File: src/rtl/tick_scheduler.sv
// tick_scheduler: shared timebase. A prescaler makes a base clock-enable
// tick. Four channels divide that tick into programmable-period pulses and
// square waves. A valid/ready port reprograms one channel period at a time,
// and each update lands on a base-tick boundary so that no runt period occurs.
module tick_scheduler #(
    parameter int CLK_HZ   = 50000000,
    parameter int BASE_HZ  = 1000,
    parameter int PERIOD_W = 16
) (
    input  logic                clk,
    input  logic                Reset,
    input  logic                cfg_valid,
    output logic                cfg_ready,
    input  logic [1:0]          cfg_chan,
    input  logic [PERIOD_W-1:0] cfg_period,
    output logic                cfg_done,
    output logic                base_tick,
    output logic [3:0]          ch_tick,
    output logic [3:0]          ch_wave,
    output logic [3:0]          ch_active
);

    localparam int PRESCALE = CLK_HZ / BASE_HZ;
    localparam int CNT_W    = (PRESCALE > 2) ? $clog2(PRESCALE) : 1;
    localparam logic [CNT_W-1:0] PRE_LAST  = CNT_W'(PRESCALE - 1);
    localparam logic [CNT_W-1:0] PRE_EARLY = CNT_W'(PRESCALE - 2);

    typedef enum logic [1:0] {
        S_IDLE = 2'd0,
        S_WAIT = 2'd1,
        S_DONE = 2'd2
    } state_t;

    logic [CNT_W-1:0]    pre_cnt_q, pre_cnt_d;
    logic                base_tick_q, base_tick_d;

    state_t              state_q;
    logic                cfg_ready_q;
    logic                cfg_done_q;
    logic [1:0]          hold_chan_q;
    logic [PERIOD_W-1:0] hold_period_q;
    logic                apply;

    logic [PERIOD_W-1:0] period_q [4];
    logic [PERIOD_W-1:0] period_d [4];
    logic [PERIOD_W-1:0] cnt_q    [4];
    logic [PERIOD_W-1:0] cnt_d    [4];
    logic [3:0]          tick_q, tick_d;
    logic [3:0]          wave_q, wave_d;
    logic [3:0]          active_q, active_d;

    // Prescaler next state; base_tick is registered one count early so it
    // lines up with the cycle where the count equals PRESCALE-1.
    always_comb begin
        pre_cnt_d   = (pre_cnt_q == PRE_LAST) ? '0 : pre_cnt_q + CNT_W'(1);
        base_tick_d = (pre_cnt_q == PRE_EARLY);
    end

    // Prescaler registers.
    always_ff @(posedge clk) begin
        if (Reset) begin
            pre_cnt_q   <= '0;
            base_tick_q <= 1'b0;
        end else begin
            pre_cnt_q   <= pre_cnt_d;
            base_tick_q <= base_tick_d;
        end
    end

    // Configuration FSM: capture in IDLE, wait for a base tick to apply,
    // then a single DONE cycle. A tick coincident with capture is skipped
    // because the update only becomes eligible once in WAIT.
    always_ff @(posedge clk) begin
        if (Reset) begin
            state_q     <= S_IDLE;
            cfg_ready_q <= 1'b1;
            cfg_done_q  <= 1'b0;
        end else begin
            case (state_q)
                S_IDLE: begin
                    cfg_done_q <= 1'b0;
                    if (cfg_valid && cfg_ready_q) begin
                        state_q       <= S_WAIT;
                        cfg_ready_q   <= 1'b0;
                        hold_chan_q   <= cfg_chan;
                        hold_period_q <= cfg_period;
                    end
                end
                S_WAIT: begin
                    if (base_tick_q) begin
                        state_q    <= S_DONE;
                        cfg_done_q <= 1'b1;
                    end
                end
                S_DONE: begin
                    state_q     <= S_IDLE;
                    cfg_ready_q <= 1'b1;
                    cfg_done_q  <= 1'b0;
                end
                default: begin
                    state_q     <= S_IDLE;
                    cfg_ready_q <= 1'b1;
                    cfg_done_q  <= 1'b0;
                end
            endcase
        end
    end

    assign apply = (state_q == S_WAIT) && base_tick_q;

    // Channel next state: an applied update restarts the channel and swallows
    // this base tick; a zero period parks the channel; otherwise count ticks.
    always_comb begin
        for (int i = 0; i < 4; i++) begin
            period_d[i] = period_q[i];
            cnt_d[i]    = cnt_q[i];
            tick_d[i]   = 1'b0;
            wave_d[i]   = wave_q[i];
            if (apply && (hold_chan_q == 2'(i))) begin
                period_d[i] = hold_period_q;
                cnt_d[i]    = '0;
                wave_d[i]   = 1'b0;
            end else if (period_q[i] == '0) begin
                cnt_d[i]  = '0;
                wave_d[i] = 1'b0;
            end else if (base_tick_q) begin
                if (cnt_q[i] == period_q[i] - PERIOD_W'(1)) begin
                    cnt_d[i]  = '0;
                    tick_d[i] = 1'b1;
                    wave_d[i] = ~wave_q[i];
                end else begin
                    cnt_d[i] = cnt_q[i] + PERIOD_W'(1);
                end
            end
            active_d[i] = (period_d[i] != '0);
        end
    end

    // Channel registers.
    always_ff @(posedge clk) begin
        if (Reset) begin
            for (int i = 0; i < 4; i++) begin
                period_q[i] <= '0;
                cnt_q[i]    <= '0;
            end
            tick_q   <= '0;
            wave_q   <= '0;
            active_q <= '0;
        end else begin
            for (int i = 0; i < 4; i++) begin
                period_q[i] <= period_d[i];
                cnt_q[i]    <= cnt_d[i];
            end
            tick_q   <= tick_d;
            wave_q   <= wave_d;
            active_q <= active_d;
        end
    end

    assign cfg_ready = cfg_ready_q;
    assign cfg_done  = cfg_done_q;
    assign base_tick = base_tick_q;
    assign ch_tick   = tick_q;
    assign ch_wave   = wave_q;
    assign ch_active = active_q;

endmodule

File: config.mk
export PLATFORM = sky130hd
export DESIGN_NAME = tick_scheduler
export DESIGN_NICKNAME = d
export VERILOG_FILES = /design/src/rtl/tick_scheduler.sv
export SDC_FILE = /design/constraint.sdc
export NUM_CORES = 1
export LEC_CHECK = 0
export BUFFER_PORTS_ARGS = -buffer_cell sky130_fd_sc_hd__buf_4
export CORE_MARGIN = 2
export CORE_UTILIZATION = 55
export CTS_CLUSTER_DIAMETER = 200
export DETAILED_ROUTE_END_ITERATION = 8
export PLACE_DENSITY = 0.7
export SETUP_SLACK_MARGIN = 0.05
export SLEW_MARGIN = 0
export SYNTH_ARGS = -nofsm -noshare
export SYNTH_HDL_FRONTEND = slang
export SYNTH_SLANG_ARGS = --single-unit
File: constraint.sdc
create_clock -name clk -period 5.25 [get_ports clk]
set_clock_uncertainty 0.1 [all_clocks]
set_input_delay 0.2625 -clock clk [delete_from_list [all_inputs] [get_ports clk]]
set_output_delay 0.2625 -clock clk [all_outputs]
set_load 0.02 [all_outputs]
==> flow_summary.toml, run 1 <==
[global_route]
grt_usage_pct = 24.2
grt_max_degree = 78
antenna_found_initial = 0
grt_pass1_vias = 7204
grt_pass1_wl_um = 34800
overflow = 0

[sta]
maxSlewHeadroom_pct = 36.1
fin_ws_ns = 2.10
rsz0062_at_grt = "false"
tightest_slew_ns = 0.951
slew_viol_final = 0
post-route-period-util_pct = 59.9
fin_tns_setup_ns = 0
finalHoldViolCount = 0
fmaxAchievable_mhz = 318
setup_viol = 0
period_needed_ns = 3.15

[floorplanning]
die_area_um2 = 17700
start_util_pct = 55.7
rows = 47
die_h_um = 133
coreArea_um2 = 16400
die_w_um = 133
io_pins = 36

[drt]
viasPerCell = 5.63
routed_wl_um = 20900
route.detailed.drc = 0
drt_iter0_markers = 589
vias = 7690
wire_per_inst_um = 15.3
drt-pass1-iter-count = 5
drtAntennaViolNets = 0

[synthesis]
seq_area_frac_synth_pct = 41.2
netlist_area_um2 = 9140
synthFlopType = "dfxtp_1"
synth_cells = 1106
synth_top_area_share_pct = 35.2
synth_edf_count = 18
ys_ff_latch = 179
syn_area_per_cell_um2 = 8.27
async_flop_share_pct = 0
syn-num-nets = 1137
ys_warn_count = 0
synth.most_common_cell = "nand2_1"
synthTopCellsByArea = "dfxtp_1 (35%), nand2_1 (7.7%), xor2_1 (7.5%)"
yosys.area.top_type = "dfxtp_1"
ys_types = 65
netlist_top_cells_count = "nand2_1 (188), dfxtp_1 (161), nor2_1 (99), a21oi_1 (78), xor2_1 (78)"

[setup_path]
path_class = "flip-flop to flip-flop"
cp_max_fo = 14
r2r_slack_ns = 2.10
start_kind = "flip-flop"
worstPathRequired_ns = 5.45
end_kind = "flip-flop"
arrival_ns = 3.34

[status]
status = "finished, final reports clean"

[clock_network]
cts_resized = 0
clock_latency_ns = 0.43
cts_num_sinks = 179
cts_tree = "built"
post-cts-setup-buffer-count = 0
htreeDepth = 4
cts_buffers = 17
root_buffer = "clkbuf_16"
cts.clk_slew.worst_paths_ns = 0.07
clockBufferDepth = 2

[power_and_ir_drop]
power.density_nw_per_um2 = 264
vdd.ir_drop.worst_v = 0.000236
p_leak_nw = 3.58

[finish]
post-route-util_pct = 62.6
finalNetCount = 1163
antenna_cells = 0
areaGrowthSynthToFinish_pct = 12.3
drive_gt1_share_pct = 8.21

[run]
max_cap_violations = 0

[placed_design]
dp_hpwl_um = 14500
place_ws_ns = 2.15
portBuffers = 35
gp_congestion = 0.896

[min_path]
holdCritPathClass = "input pin to flip-flop"
-- metrics by stage --
step | power, mW | std cells | hold slack [ns] | area [um2]
6_report | 2.71 | 1365 | 0.0612 | 10300
5_1_grt | 2.79 | 1365 | 0.117 | 10300
4_1_cts | 2.72 | 1365 | 0.0597 | 10300
3_5_place_dp | 1.48 | 1315 | 0.342 | 9510
3_3_place_gp | 1.48 | 1315 | 0.341 | 9510
2_1_floorplan | 1.45 | 1106 | 0.261 | 9140
-- placed cells by master, fill, tap and decap left out, types with 22 or more instances in the layout --
cell     count
a21oi_1     78
buf_4       40
xnor2_1     61
nand2_1    188
nand3_1     42
xor2_1      78
nand4_1     22
dfxtp_1    161
nor2_1      99
inv_1       23
nor3_1      55
-- power breakdown --
group          internal (mW)  switching (mW)  total [mW]
clock                  0.659           0.594        1.25
sequential              1.39          0.0171        1.41
combinational         0.0235          0.0245      0.0480
-- cells by family (layout without fill, tap and decap cells) --
family / Yosys count / count (layout) / synth area share [%]
adders and majority gates: 10 / 10 / 1.37
DFF: 179 / 179 / 41.2
buffers and inverters: 74 / 113 / 3.24
muxes: 8 / 8 / 0.930
and+or+nand+nor: 535 / 535 / 28.7
xor gates and xnor gates: 141 / 141 / 13.8
AOI/OAI and AO/OA: 159 / 159 / 10.7
-- layout make-up --
class / instances / area [um2]
Tap cell: 220 / 275
Timing Repair Buffer: 58 / 480
Clock buffer: 18 / 450
Fill cell: 1410 / 6140
Sequential cell: 179 / 3760
Clock inverter: 14 / 130
Inverter: 23 / 86.3
Multi-Input combinational cell: 853 / 5080
-- path summary, 6_finish.rpt --
path                        from            to  cells past startpoint
hold / removal         cfg_valid     cfg_ready                      3
setup reg to reg  period_q[2][3]  cnt_q[2][14]                      7
hold reg to reg         cfg_done      cfg_done                      2
setup / recovery  period_q[2][3]  cnt_q[2][14]                      7
-- registers in the layout, summed over array words and instances, names as in the netlist --
| register | cells |
|---|---|
| hold_period_q | 16 |
| cfg_done | 1 |
| hold_chan_q | 2 |
| base_tick | 1 |
| ch_wave | 4 |
| pre_cnt_q | 16 |
| ch_tick | 4 |
| period_q | 64 |
| cnt_q | 64 |
| cfg_ready | 1 |
| ch_active | 4 |
| state_q | 2 |
-- per-layer routing --
| metal | global-route usage [%] | part of all wire (%) | vias up |
|---|---|---|---|
| li1 | - | - | 3906 |
| met1 | 33.2 | 48 | 3599 |
| met2 | 39.2 | 46 | 158 |
| met3 | 3.60 | 4.2 | 27 |
| met4 | 7.89 | 1.8 | 0 |
| met5 | 0 | 0 | - |
-- repair_timing --
action / CTS / global route
setup endpoints to repair: 0 / 0
hold buffers: 18 / 0
endpoints found under the hold margin: 18 / 0
-- critical path, stage by stage, from the launching register on --
cell	delay [ns]
dfxtp_1	0.35
or3_1	0.52
or4b_2	0.69
a211o_1	0.30
nand3_1	0.10
o2111ai_1	0.26
nor3_4	0.56
nor3_1	0.11
Power figures use the tool's default switching activity.
==> inputs of run 2 (changes only) <==
Clock period 5.25 ns to 3 ns, I/O delays scaled along.
==> run 2 against run 1 <==
  * Worst setup slack worse by 2.0 ns
  * Largest power group unchanged
  * Sequential power up 74%
  * Critical endpoint is now ch_wave[2]
  * First-iteration DRC count up 32%
  * Via count up 2.7%
  * Combinational power up 85%
  * Final cell count up 2.7%
  * Register-to-register slack worse by 2.0 ns
==> flow_summary.toml, run 2 (synthesis gave the netlist of run 1 again) <==
[finish]
finalNetCount = 1200
final_common_cell = "nand2_1"
post-route-util_pct = 64.6
final_cell_mix = "nand2_1 (188), dfxtp_1 (161), nor2_1 (99), xor2_1 (78), a21oi_1 (78)"
antenna_cells = 0
fillers = 1390
areaGrowthSynthToFinish_pct = 15.9
largestRegisters = "cnt_q x64, period_q x64"
fin_cells = 1402
drive_gt1_share_pct = 11.3
stdcell_area_um2 = 10600

[setup_path]
worstPathRequired_ns = 3.22
start_kind = "flip-flop"
worstSetupPathDepth = 8
r2r_cells = 8
path_delay_family = "simple AND/OR/NAND/NOR gates"
end_kind = "flip-flop"
worstReg2RegEnd = "ch_wave[2]"
path_buf_inv = 1
cp_max_fo = 7
crit_chain = "or3_1, or3_1, buf_4, nor4_1, o21ai_0, nand4b_1, nor3_1, mux2_2"
cpMostUsedCell = "or3_1"
timing.rr.start = "period_q[2][4]"
r2r_slack_ns = 0.11
cpMaxStageDelayCell = "or3_1"
max_stage_delay_ns = 0.50
startpoint = "period_q[2][4]"
arrival_ns = 3.11
path_class = "flip-flop to flip-flop"

[placed_design]
gp_congestion = 0.897
placed_area_um2 = 9790
dp.cells = 1351
place_ws_ns = 0.0502
portBuffers = 35
dp_hpwl_um = 14900

[min_path]
hold_depth = 2
holdCritPathClass = "input pin to flip-flop"
min_to = "ch_active[3]"
min_from = "Reset"

[global_route]
antenna_found_initial = 0
grt_pass1_vias = 7284
grt_usage_pct = 24.8
overflow = 0
grt_pass1_wl_um = 35600
grt_max_degree = 51

[drt]
wire_per_inst_um = 15.3
route.detailed.drc = 0
viasPerCell = 5.63
drt_iter0_markers = 777
vias = 7899
drt-pass1-iter-count = 8
routed_wl_um = 21400
drtAntennaViolNets = 0

[clock_network]
cts.clk_slew.worst_paths_ns = 0.07
cts_buffers = 17
htreeDepth = 4
clockBufferDepth = 2
cts_tree = "built"
root_buffer = "clkbuf_16"
cts_num_sinks = 179
clock_latency_ns = 0.43

[sta]
finalHoldViolCount = 0
period_needed_ns = 2.89
fin_ws_ns = 0.113
fmaxAchievable_mhz = 346
post-route-period-util_pct = 96.2
tightest_slew_ns = 0.680
slew_viol_final = 0
maxSlewHeadroom_pct = 54.5
rsz0062_at_grt = "true"
setup_viol = 0

[floorplanning]
die_w_um = 133
die_h_um = 133
io_pins = 36
coreArea_um2 = 16400
die_area_um2 = 17700
start_util_pct = 55.7
rows = 47

[power_and_ir_drop]
vdd.ir_drop.worst_v = 0.000463
p_leak_nw = 3.79
power.density_nw_per_um2 = 443

[status]
status = "finished, final reports clean"

[run]
max_cap_violations = 0
[run 2: cell count changes in the layout (fill, tap and decap cells not counted), moves of 2 or more]
cell      delta
buf_4       +34
nor3_4       +2
inv_4        -2
inv_8        -4
clkinv_2     +4
[run 2: worst max path at each step]
stage / to / slack (ns)
after floorplan: cnt_q[3][5] / 0.25
after global placement: cnt_q[1][13] / 0.10
after detailed placement: cnt_q[1][8] / 0.05
after CTS: cnt_q[3][7] / 0.12
after global routing: ch_wave[2] / -0.008
final: ch_wave[2] / 0.11
[run 2: cell type report]
| type | count | area (um2) | share of cell area [%] |
|---|---|---|---|
| Multi-Input combinational cell | 853 | 5140 | 48.5 |
| Sequential cell | 179 | 3760 | 35.5 |
| Timing Repair Buffer | 95 | 777 | 7.33 |
| Clock buffer | 18 | 429 | 4.05 |
| Tap cell | 220 | 275 | 2.60 |
| Clock inverter | 14 | 130 | 1.23 |
| Inverter | 23 | 86.3 | 0.815 |
[run 2: timing repair]
action / CTS / global route
setup endpoints to repair: 3 / 47
resized for setup: 1 / 11
buffers inserted: 0 / 0
hold endpoints to repair: 19 / 0
pin swaps: 0 / 1
hold buffers: 19 / 0
[run 2: routing by layer]
layer	share of wire [%]	GRT usage, %	up-vias	routed length (um)
met5	0	0	-	0
met4	1.6	7.11	0	340
met3	4.8	4.94	19	1030
met2	46	40.1	194	9920
met1	47	33.9	3709	10200
li1	-	-	3977	-
[run 2: power by group]
group / switching, mW / total (mW) / internal [mW]
clock network: 0.987 / 2.14 / 1.16
logic: 0.0449 / 0.0888 / 0.0439
registers: 0.0292 / 2.46 / 2.43
[run 2: per-stage QoR]
step	hold slack, ns	power, mW	setup TNS [ns]
2_1_floorplan	0.149	2.54	0
3_3_place_gp	0.228	2.58	0
3_5_place_dp	0.230	2.58	0
4_1_cts	0.0784	4.73	0
5_1_grt	0.104	4.85	-0.0175
6_report	0.0929	4.69	0
==> inputs of run 3 (changes only) <==
==> constraint.sdc (replaced) <==
create_clock -name clk -period 3 [get_ports clk]
set_clock_uncertainty 0.1 [all_clocks]
set_input_delay 0 -clock clk [delete_from_list [all_inputs] [get_ports clk]]
set_output_delay 0 -clock clk [all_outputs]
set_load 0.02 [all_outputs]
==> run 3 against run 2 <==
  * Non-clock buffer count shrank 3
  * Wire length shrank 1.2%
  * Sequential power about the same
  * Clock power grew 3%
  * Clock-buffer cell count is 1 lower
  * Via count shrank 1.6%
  * Highest routed layer unchanged
==> flow_summary.toml, run 3 (synthesis gave the netlist of run 1 again) <==
[floorplanning]
die_h_um = 133
coreArea_um2 = 16400
io_pins = 36
rows = 47
die_w_um = 133
die_area_um2 = 17700
start_util_pct = 55.7

[min_path]
holdCritPathClass = "input pin to flip-flop"

[power_and_ir_drop]
vdd.ir_drop.worst_v = 0.000443
power.density_nw_per_um2 = 448
p_leak_nw = 3.79

[drt]
route.detailed.drc = 0
vias = 7773
routed_wl_um = 21200
wire_per_inst_um = 15.1
drtAntennaViolNets = 0
drt-pass1-iter-count = 5
viasPerCell = 5.56
drt_iter0_markers = 557

[sta]
finalHoldViolCount = 0
holdWs_ns = 0.180
setup_viol = 0
fin_tns_setup_ns = 0
fmaxAchievable_mhz = 353
maxSlewHeadroom_pct = 31.2
post-route-period-util_pct = 94.4
period_needed_ns = 2.83
fin_ws_ns = 0.167
rsz0062_at_grt = "true"
slew_viol_final = 0
tightest_slew_ns = 1.03

[finish]
final_common_cell = "nand2_1"
post-route-util_pct = 64.7
finalNetCount = 1197
fillers = 1437
final_cell_mix = "nand2_1 (188), dfxtp_1 (161), nor2_1 (99), xor2_1 (78), a21oi_1 (78)"
antenna_cells = 0
drive_gt1_share_pct = 11.2
areaGrowthSynthToFinish_pct = 16.1
stdcell_area_um2 = 10600
multi_input_area_um2 = 5160
largestRegisters = "cnt_q x64, period_q x64"
seq_area_um2 = 3760

[clock_network]
htreeDepth = 4
cts.clk_slew.worst_paths_ns = 0.07
post-cts-setup-buffer-count = 0
cts_tree = "built"
clockBufferDepth = 2
clock_latency_ns = 0.43
root_buffer = "clkbuf_16"
cts_buffers = 17
cts_num_sinks = 179

[setup_path]
start_kind = "flip-flop"
worstPathRequired_ns = 3.26
cp_max_fo = 5
r2r_slack_ns = 0.17
arrival_ns = 3.09
path_class = "flip-flop to flip-flop"
end_kind = "flip-flop"

[global_route]
grt_usage_pct = 25.0
overflow = 0
grt_max_degree = 43
grt_pass1_vias = 7330
grt_pass1_wl_um = 35900
antenna_found_initial = 0

[placed_design]
gp_congestion = 0.859
place_ws_ns = 0.0768
placed_area_um2 = 9760
portBuffers = 35
dp_hpwl_um = 14800

[run]
max_cap_violations = 0

[status]
status = "finished, final reports clean"
-- run 3: metrics by stage --
stage,power (mW),instances
after floorplan,2.54,1106
after global placement,2.58,1347
after detailed placement,2.58,1347
after CTS,4.79,1399
after global routing,4.90,1399
final,4.75,1399
-- run 3: timing repair --
| item | 4_1_cts | 5_1_grt |
|---|---|---|
| setup endpoints to repair | 0 | 62 |
| gates resized for setup | 0 | 11 |
| hold buffers | 20 | 0 |
| endpoints found under the hold margin | 54 | 0 |
-- run 3: layout make-up --
type | count | area share, %
timing repair buffer | 92 | 7.09
sequential | 179 | 35.4
clock inverter | 15 | 1.46
tap | 220 | 2.59
inverter | 23 | 0.813
multi-input combinational | 853 | 48.6
clock buffer | 17 | 4.01
-- run 3: worst max-delay path, cell delays in order (launching register included) --
cell and delay (ns):
dfxtp_1 0.33, or4_4 0.55, or2_1 0.26, or4_1 0.50, o22ai_1 0.18, a31oi_1 0.10, buf_4 0.19, or4_1 0.39
a21oi_1 0.16
-- run 3: worst paths after layout --
kind | startpoint | endpoint | cells past startpoint
max | period_q[1][12] | ch_wave[1] | 8
min | cfg_period[15] | hold_period_q[15] | 2
max reg2reg | period_q[1][12] | ch_wave[1] | 8
min reg2reg | cfg_done | cfg_done | 2
-- run 3: power by group --
part	switching, mW	internal (mW)
Clock	0.967	1.23
Sequential	0.0300	2.43
Combinational	0.0439	0.0435
-- run 3: per-layer routing --
| metal | vias to the layer above | GRT usage, % | wire (um) |
|---|---|---|---|
| li1 | 3964 | - | - |
| met1 | 3633 | 35.5 | 10300 |
| met2 | 148 | 39.4 | 9700 |
| met3 | 28 | 3.68 | 831 |
| met4 | 0 | 8.00 | 362 |
| met5 | - | 0 | 0 |
